### config.mk
export PLATFORM = sky130hd
export DESIGN_NAME = hwpe_kernel_flow_tracker
export DESIGN_NICKNAME = d
export VERILOG_FILES = /design/src/rtl/hwpe_kernel_flow_tracker.sv
export SDC_FILE = /design/constraint.sdc
export NUM_CORES = 1
export LEC_CHECK = 0
export BUFFER_PORTS_ARGS = -buffer_cell sky130_fd_sc_hd__buf_4
export CORE_AREA = 2 2 137 139
export DETAILED_ROUTE_END_ITERATION = 12
export DIE_AREA = 0 0 139 141
export GPL_TIMING_DRIVEN = 0
export PLACE_DENSITY_LB_ADDON = 0.3
export SLEW_MARGIN = 40
export SYNTH_ARGS = -nofsm -noshare
export SYNTH_HDL_FRONTEND = slang
export SYNTH_SLANG_ARGS = --single-unit
### constraint.sdc
create_clock -name clk_i -period 12.25 [get_ports clk_i]
set_input_delay 2.45 -clock clk_i [delete_from_list [all_inputs] [get_ports clk_i]]
set_output_delay 2.45 -clock clk_i [all_outputs]
set_load 0.02 [all_outputs]
### src/rtl/hwpe_kernel_flow_tracker.sv
// Handshake tracker between the HWPE streamer and an accelerated kernel.
// Counts per-stream transfers against latched thresholds and flags ready/done/idle/error.
module hwpe_kernel_flow_tracker #(
  parameter int N_IN  = 3,
  parameter int N_OUT = 1,
  parameter int CNT_W = 16
) (
  input  logic                   clk_i,
  input  logic                   rst_i,
  input  logic                   start_i,
  input  logic                   clear_i,
  input  logic [N_IN-1:0]        in_valid_i,
  input  logic [N_IN-1:0]        in_ready_i,
  input  logic [N_OUT-1:0]       out_valid_i,
  input  logic [N_OUT-1:0]       out_ready_i,
  input  logic [N_IN*CNT_W-1:0]  in_thr_i,
  input  logic [N_OUT*CNT_W-1:0] out_thr_i,
  output logic                   ready_o,
  output logic                   done_o,
  output logic                   idle_o,
  output logic                   err_o,
  output logic [N_IN*CNT_W-1:0]  in_cnt_o,
  output logic [N_OUT*CNT_W-1:0] out_cnt_o
);

  typedef enum logic [1:0] {
    S_IDLE,
    S_RUN,
    S_DONE
  } state_e;

  state_e state_q, state_d;

  logic [N_IN-1:0][CNT_W-1:0]  in_thr_q, in_thr_d;
  logic [N_IN-1:0][CNT_W-1:0]  in_cnt_q, in_cnt_d;
  logic [N_OUT-1:0][CNT_W-1:0] out_thr_q, out_thr_d;
  logic [N_OUT-1:0][CNT_W-1:0] out_cnt_q, out_cnt_d;
  logic [N_IN-1:0]             in_met_q, in_met_d;
  logic [N_OUT-1:0]            out_met_q, out_met_d;
  logic                        err_q, err_d;
  logic                        ready_q;

  logic [N_IN-1:0]  in_hs;
  logic [N_OUT-1:0] out_hs;

  assign in_hs  = in_valid_i & in_ready_i;
  assign out_hs = out_valid_i & out_ready_i;

  always_comb begin
    state_d   = state_q;
    in_thr_d  = in_thr_q;
    out_thr_d = out_thr_q;
    in_cnt_d  = in_cnt_q;
    out_cnt_d = out_cnt_q;
    in_met_d  = in_met_q;
    out_met_d = out_met_q;
    err_d     = err_q;

    if (clear_i) begin
      state_d   = S_IDLE;
      in_cnt_d  = '0;
      out_cnt_d = '0;
      in_met_d  = '0;
      out_met_d = '0;
      err_d     = 1'b0;
    end else if (start_i) begin
      in_thr_d  = in_thr_i;
      out_thr_d = out_thr_i;
      in_cnt_d  = '0;
      out_cnt_d = '0;
      err_d     = 1'b0;
      for (int i = 0; i < N_IN; i++)
        in_met_d[i] = (in_thr_i[i*CNT_W +: CNT_W] == '0);
      for (int j = 0; j < N_OUT; j++)
        out_met_d[j] = (out_thr_i[j*CNT_W +: CNT_W] == '0);
      // no used output stream: the batch completes right away
      state_d = (&out_met_d) ? S_DONE : S_RUN;
    end else begin
      unique case (state_q)
        S_IDLE: begin
          if (|out_hs)
            err_d = 1'b1;
        end
        S_RUN: begin
          for (int i = 0; i < N_IN; i++) begin
            if (in_hs[i]) begin
              if (in_cnt_q[i] == in_thr_q[i]) begin
                in_cnt_d[i] = '0;
              end else begin
                in_cnt_d[i] = in_cnt_q[i] + CNT_W'(1);
                if (in_cnt_d[i] == in_thr_q[i])
                  in_met_d[i] = 1'b1;
              end
            end
          end
          for (int j = 0; j < N_OUT; j++) begin
            if (out_hs[j]) begin
              if (out_met_q[j]) begin
                err_d = 1'b1;
              end else begin
                out_cnt_d[j] = out_cnt_q[j] + CNT_W'(1);
                if (out_cnt_d[j] == out_thr_q[j])
                  out_met_d[j] = 1'b1;
              end
            end
          end
          if (&out_met_d)
            state_d = S_DONE;
        end
        S_DONE:  state_d = S_IDLE;
        default: state_d = S_IDLE;
      endcase
    end
  end

  always_ff @(posedge clk_i or posedge rst_i) begin
    if (rst_i) begin
      state_q   <= S_IDLE;
      in_thr_q  <= '0;
      out_thr_q <= '0;
      in_cnt_q  <= '0;
      out_cnt_q <= '0;
      in_met_q  <= '0;
      out_met_q <= '0;
      err_q     <= 1'b0;
      ready_q   <= 1'b0;
    end else begin
      state_q   <= state_d;
      in_thr_q  <= in_thr_d;
      out_thr_q <= out_thr_d;
      in_cnt_q  <= in_cnt_d;
      out_cnt_q <= out_cnt_d;
      in_met_q  <= in_met_d;
      out_met_q <= out_met_d;
      err_q     <= err_d;
      ready_q   <= &in_met_d;
    end
  end

  assign ready_o   = ready_q;
  assign done_o    = (state_q == S_DONE);
  assign idle_o    = (state_q == S_IDLE);
  assign err_o     = err_q;
  assign in_cnt_o  = in_cnt_q;
  assign out_cnt_o = out_cnt_q;

endmodule

* Yosys cells after proc, flatten, opt, wreduce, memory -nomap -nowiden
Cells that the tools add are included.
** Word-level totals
- Flip-flop bits (word level) :: 136
- Word-level logic and storage cells :: 100
** Operators by class
- Add/subtract/negate cells :: 4
- Equality and inequality tests :: 15
- Multiplexer cells :: 46
- Bitwise gates (word level) :: 3
- Reductions and logical operators :: 19
** Operators by type and width (number)
- 16-bit two-way mux :: 11
- 48-bit two-way mux :: 3
- 16-bit == test :: 7
- 16-bit by 1-bit adder with 16-bit output, second input constant :: 4
- 16-bit zero test :: 4
- 1-bit two-way mux :: 23
- 3-bit nonzero test :: 5
- 4-bit != test, second input constant :: 3
- 2-bit AND reduction :: 5
- 3-bit two-way mux :: 3
- 2-bit two-way mux :: 4
- 3-bit != test, second input constant :: 2
- 3-bit AND reduction :: 2
- 4-bit by 3-bit != test with 1-bit output, second input constant :: 1
- 2-bit one-hot mux with 2 select lines :: 1
- 4-bit AND reduction :: 1
- 4-bit nonzero test :: 1
- 3-bit AND :: 1
- 2-bit by 1-bit == test with 1-bit output, second input constant :: 1
- 2-bit == test, second input constant :: 1
- 2-bit zero test :: 1
- 1-bit one-hot mux with 2 select lines :: 1
- 1-bit AND :: 1
- 1-bit inverter :: 1

* Longest topological paths before layout
- Word-level depth :: 12
- Depth in mapped cells :: 9

* Least setup slack after synthesis
No wires, ideal clock.
- Path type :: input to register
- Start :: in start_i
- End :: reg in_cnt_q, in the netlist in_cnt_o[23]
- Library setup time :: 0.110 ns
- Data arrival time :: 3.871 ns
- Slack :: 8.268 ns
- Cell stages on the path :: 6
- Buffers on the path :: 1
- Cells stage by stage :: nor2_1 -> and2_0 -> and3_1 -> o21ai_1 -> clkbuf_1 -> o41ai_1
** On the way
- Longest elaborated chain between the ends :: 2
- Elaborated cells between the ends (all ways) :: 5
- Those cells by class :: 2 x mux; 3 x reduce/logical
** RTL lines
- start: declaration :: RTL line 10 : input logic start_i,
- 3-bit nonzero test (no line) / 48-bit two-way mux (equally long branches)
- 2-bit AND reduction (no line) / 48-bit two-way mux (equally long branches)
- end signal: assignment :: RTL line 131 : in_cnt_q <= in_cnt_d;
- end: declaration :: RTL line 35 : logic [N_IN-1:0][CNT_W-1:0] in_cnt_q, in_cnt_d;
Parallel ways exist; a longest one is shown, timed or not.
A chain may end at the register's enable or synchronous reset.

* Worst setup path in the final report
Ends and elaborated chain as after synthesis.

==> qor.yml <==
run_status:
  status: "finished clean"
yosys:
  syn_avg_cell_area_um2: 9.61
  yosysSeqAreaShare_pct: 42.2
  ys.flop_type: "dfrtp_1"
  ys_warn_count: 0
  netlist_instances: 839
  async_flop_share_pct: 100
  syn_area_mm2: 0.00807
  synth_seq_cells: 136
  ys_types: 56
  syn_nets: 919
  synth_edf_count: 0
timing:
  fmax_ghz: 0.219
  layout_min_cycle_time_ns: 4.56
  setup_viol_count_final: 0
  tightestPinTransition_ns: 0.841
  maxSlewViolCount: 0
  slew_headroom_pct: 43.7
  finalHoldViolCount: 0
  fin_worst_skew_ns: 0.00935
  rsz0062_at_grt: "no"
  hold_slack_ns: 0.527
  fin_ws_ns: 7.69
  finalSetupTns_ns: 0
  fin_crit_sh_pct: 37.2
final_layout:
  fin_nets: 1082
  diodes: 0
  stdcell_area_mm2: 0.0101
  layout-drive-gt1-share_pct: 25.6
  final_common_cell: "buf_4"
  mostFrequentLayoutCells: "148 x buf_4, 136 x dfrtp_1, 73 x nor2_1, 66 x o21ai_0, 63 x mux2_2"
  fill_cells: 1659
  syn_to_final_growth_pct: 25.3
setup_path:
  start_kind: "input port"
  ff2ff_path_depth: 8
  crit_slowest_cell: "nor2_1"
  path_cells: "buf_4, nor2_1, and2_0, and3_1, o21ai_1, clkbuf_1, o41ai_1"
  crit_required_ns: 12.56
  cp_max_fo: 10
  r2r_end: "ready_o"
  critPathMaxStageDelay_ns: 0.51
  cp.arrival_ns: 4.87
  r2r_start: "in_cnt_o[16]"
  r2r_slack_ns: 9.25
  path_class: "input port to flip-flop"
  crit_path_end_kind: "flip-flop"
placement:
  gp_congestion: 0.903
  dp_hpwl_um: 16500
  placed_cell_area_mm2: 0.00947
  place_ws_ns: 7.28
  port_buffers: 143
grt:
  grt_overflow: 0
  met1_usage_pct: 31.2
  grt_pass1_wl_um: 36000
  grt_pass1_vias: 6804
  grtUsageMet3_pct: 4.04
  top_usage_layer: "met2"
  grt_use_met2_pct: 37.4
  track_usage_pct: 22.8
  antenna_found_initial: 0
  grt_max_degree: 75
detailed_routing:
  routedWlPerCell_um: 17.9
  vias: 7161
  postRouteAntennaNets: 0
  routed_wl_um: 22400
  drc: 0
  drt_pass1_iterations: 5
  drt_iter0_drc: 473
  viasPerCell: 5.73
floorplan:
  num_io_pins: 144
  initial_core_util_pct: 44.2
  die-area_mm2: 0.0196
  die_w_um: 139
  fp.dieH_um: 141
  core_area_mm2: 0.0183
  num_rows: 50
min_path:
  hold_path_depth: 1
  hp-class: "flip-flop to flip-flop"
  hp-start: "in_thr_q[12]"
  hold_path_end: "in_thr_q[12]"
power:
  cellLeakagePower_nw: 4.29
  finalPower_w: 0.00123
  powerDensity_mw_per_mm2: 122
  irDropWorstVdd_v: 0.0000971
clock_network:
  cts_resized: 0
  post_cts_buffers: 0
  cts_root_buffer: "clkbuf_16"
  clk_latency_ns: 0.43
  hold_buffers: 0
  cts_buffer_depth: 2
  cts_sinks: 136
  numCtsBuffers: 17
  path_clk_slew_ns: 0.06
  cts_tree: "done"
  htreeDepth: 4
run:
  drv_cap: 0
-- how the worst max path moves through the flow --
| stage | startpoint | endpoint | slack (ns) | depth (start not counted) |
|---|---|---|---|---|
| CTS | start_i | in_cnt_o[23] | 7.70 | 7 |
| floorplan | rst_i | err_o | 6.16 | 1 |
| global placement | rst_i | in_cnt_o[4] | 4.47 | 2 |
| detailed placement | start_i | in_cnt_o[23] | 7.28 | 7 |
| finish | start_i | in_cnt_o[23] | 7.69 | 7 |
| global route | start_i | in_cnt_o[23] | 7.57 | 7 |
-- power by group --
group	switching (W)	total [W]	internal, W
logic	0.0000772	0.000159	0.0000815
clock network	0.000201	0.000559	0.000358
registers	0.0000302	0.000512	0.000481
-- area by class of cell --
cell class | count | area, µm² | share of cell area (%)
multi-input cells | 646 | 4420 | 43.7
flip-flops and latches | 136 | 3400 | 33.7
repair buffers | 144 | 1100 | 10.9
clock buffers | 22 | 474 | 4.69
well taps | 234 | 293 | 2.90
plain buffers | 49 | 215 | 2.13
clock inverters | 10 | 166 | 1.65
inverters | 8 | 37.5 | 0.371
-- logic make-up after synthesis --
group / after synthesis / share of synthesized area [%]
and+or+nand+nor: 295 / 19.2
AOI/OAI and AO/OA: 165 / 13.1
buffers and inverters: 57 / 3.04
DFF: 136 / 42.2
adders and majority gates: 4 / 0.621
muxes: 68 / 9.42
xor gates and xnor gates: 114 / 12.4
-- synth_stat cells, drive strengths merged (2+ instances only) --
cell type    n  area [µm²]
buf         17        95.1
nand3       30         150
and3b        2        17.5
mux2i        5        50.1
o2111ai      5        43.8
ha           4        50.1
or4          6        52.6
nor2        73         274
xnor2       59         517
a21o         3        22.5
dfrtp      136        3400
nand4       15        93.8
o31ai       22         165
nand2       47         176
a211oi       2        15.0
o21ai       73         365
and4         9        78.8
a311oi       3        26.3
and3        19         119
nand4b       2        17.5
mux2        63         709
nor2b       11        68.8
or4b         2        20.0
a32o         2        20.0
or3          6        37.5
and2         5        31.3
a21oi       21         105
nor4        27         169
a31oi        9        56.3
nor4b        3        26.3
nand2b      18         113
o211ai       2        15.0
o41ai        8        77.6
inv          8        30.0
clkbuf      32         120
xor2        55         482
a21boi       2        15.0
nor3        18        90.1
o221ai       4        35.0
a31o         3        26.3
-- worst max-delay path, delay by kind of cell --
family	cells	cell delay [ns]
AND/OR/NAND/NOR	3	1.34
AO/OA/AOI/OAI	2	0.66
buffers and inverters	2	0.42
-- metrics by stage --
| stage | utilization [%] | instances |
|---|---|---|
| 4_1_cts | 55.3 | 1249 |
| 6_report | 55.3 | 1249 |
| 2_1_floorplan | - | 839 |
| 5_1_grt | 55.3 | 1249 |
| 3_5_place_dp | 51.8 | 1217 |
| 3_3_place_gp | 51.6 | 1216 |
-- state kept, by name, indices dropped and copies added (netlist names) --
signal / count
out_met_q: 1
in_thr_q: 48
err_o: 1
in_cnt_o: 48
ready_o: 1
state_q: 2
out_thr_q: 16
out_cnt_o: 16
in_met_q: 3
-- layer usage --
metal,share of wire (%),vias up
li1,-,3391
met1,45,3511
met2,48,230
met3,5.2,29
met4,1.5,0
met5,0,-
No activity file was read; power rests on OpenSTA's default activity.
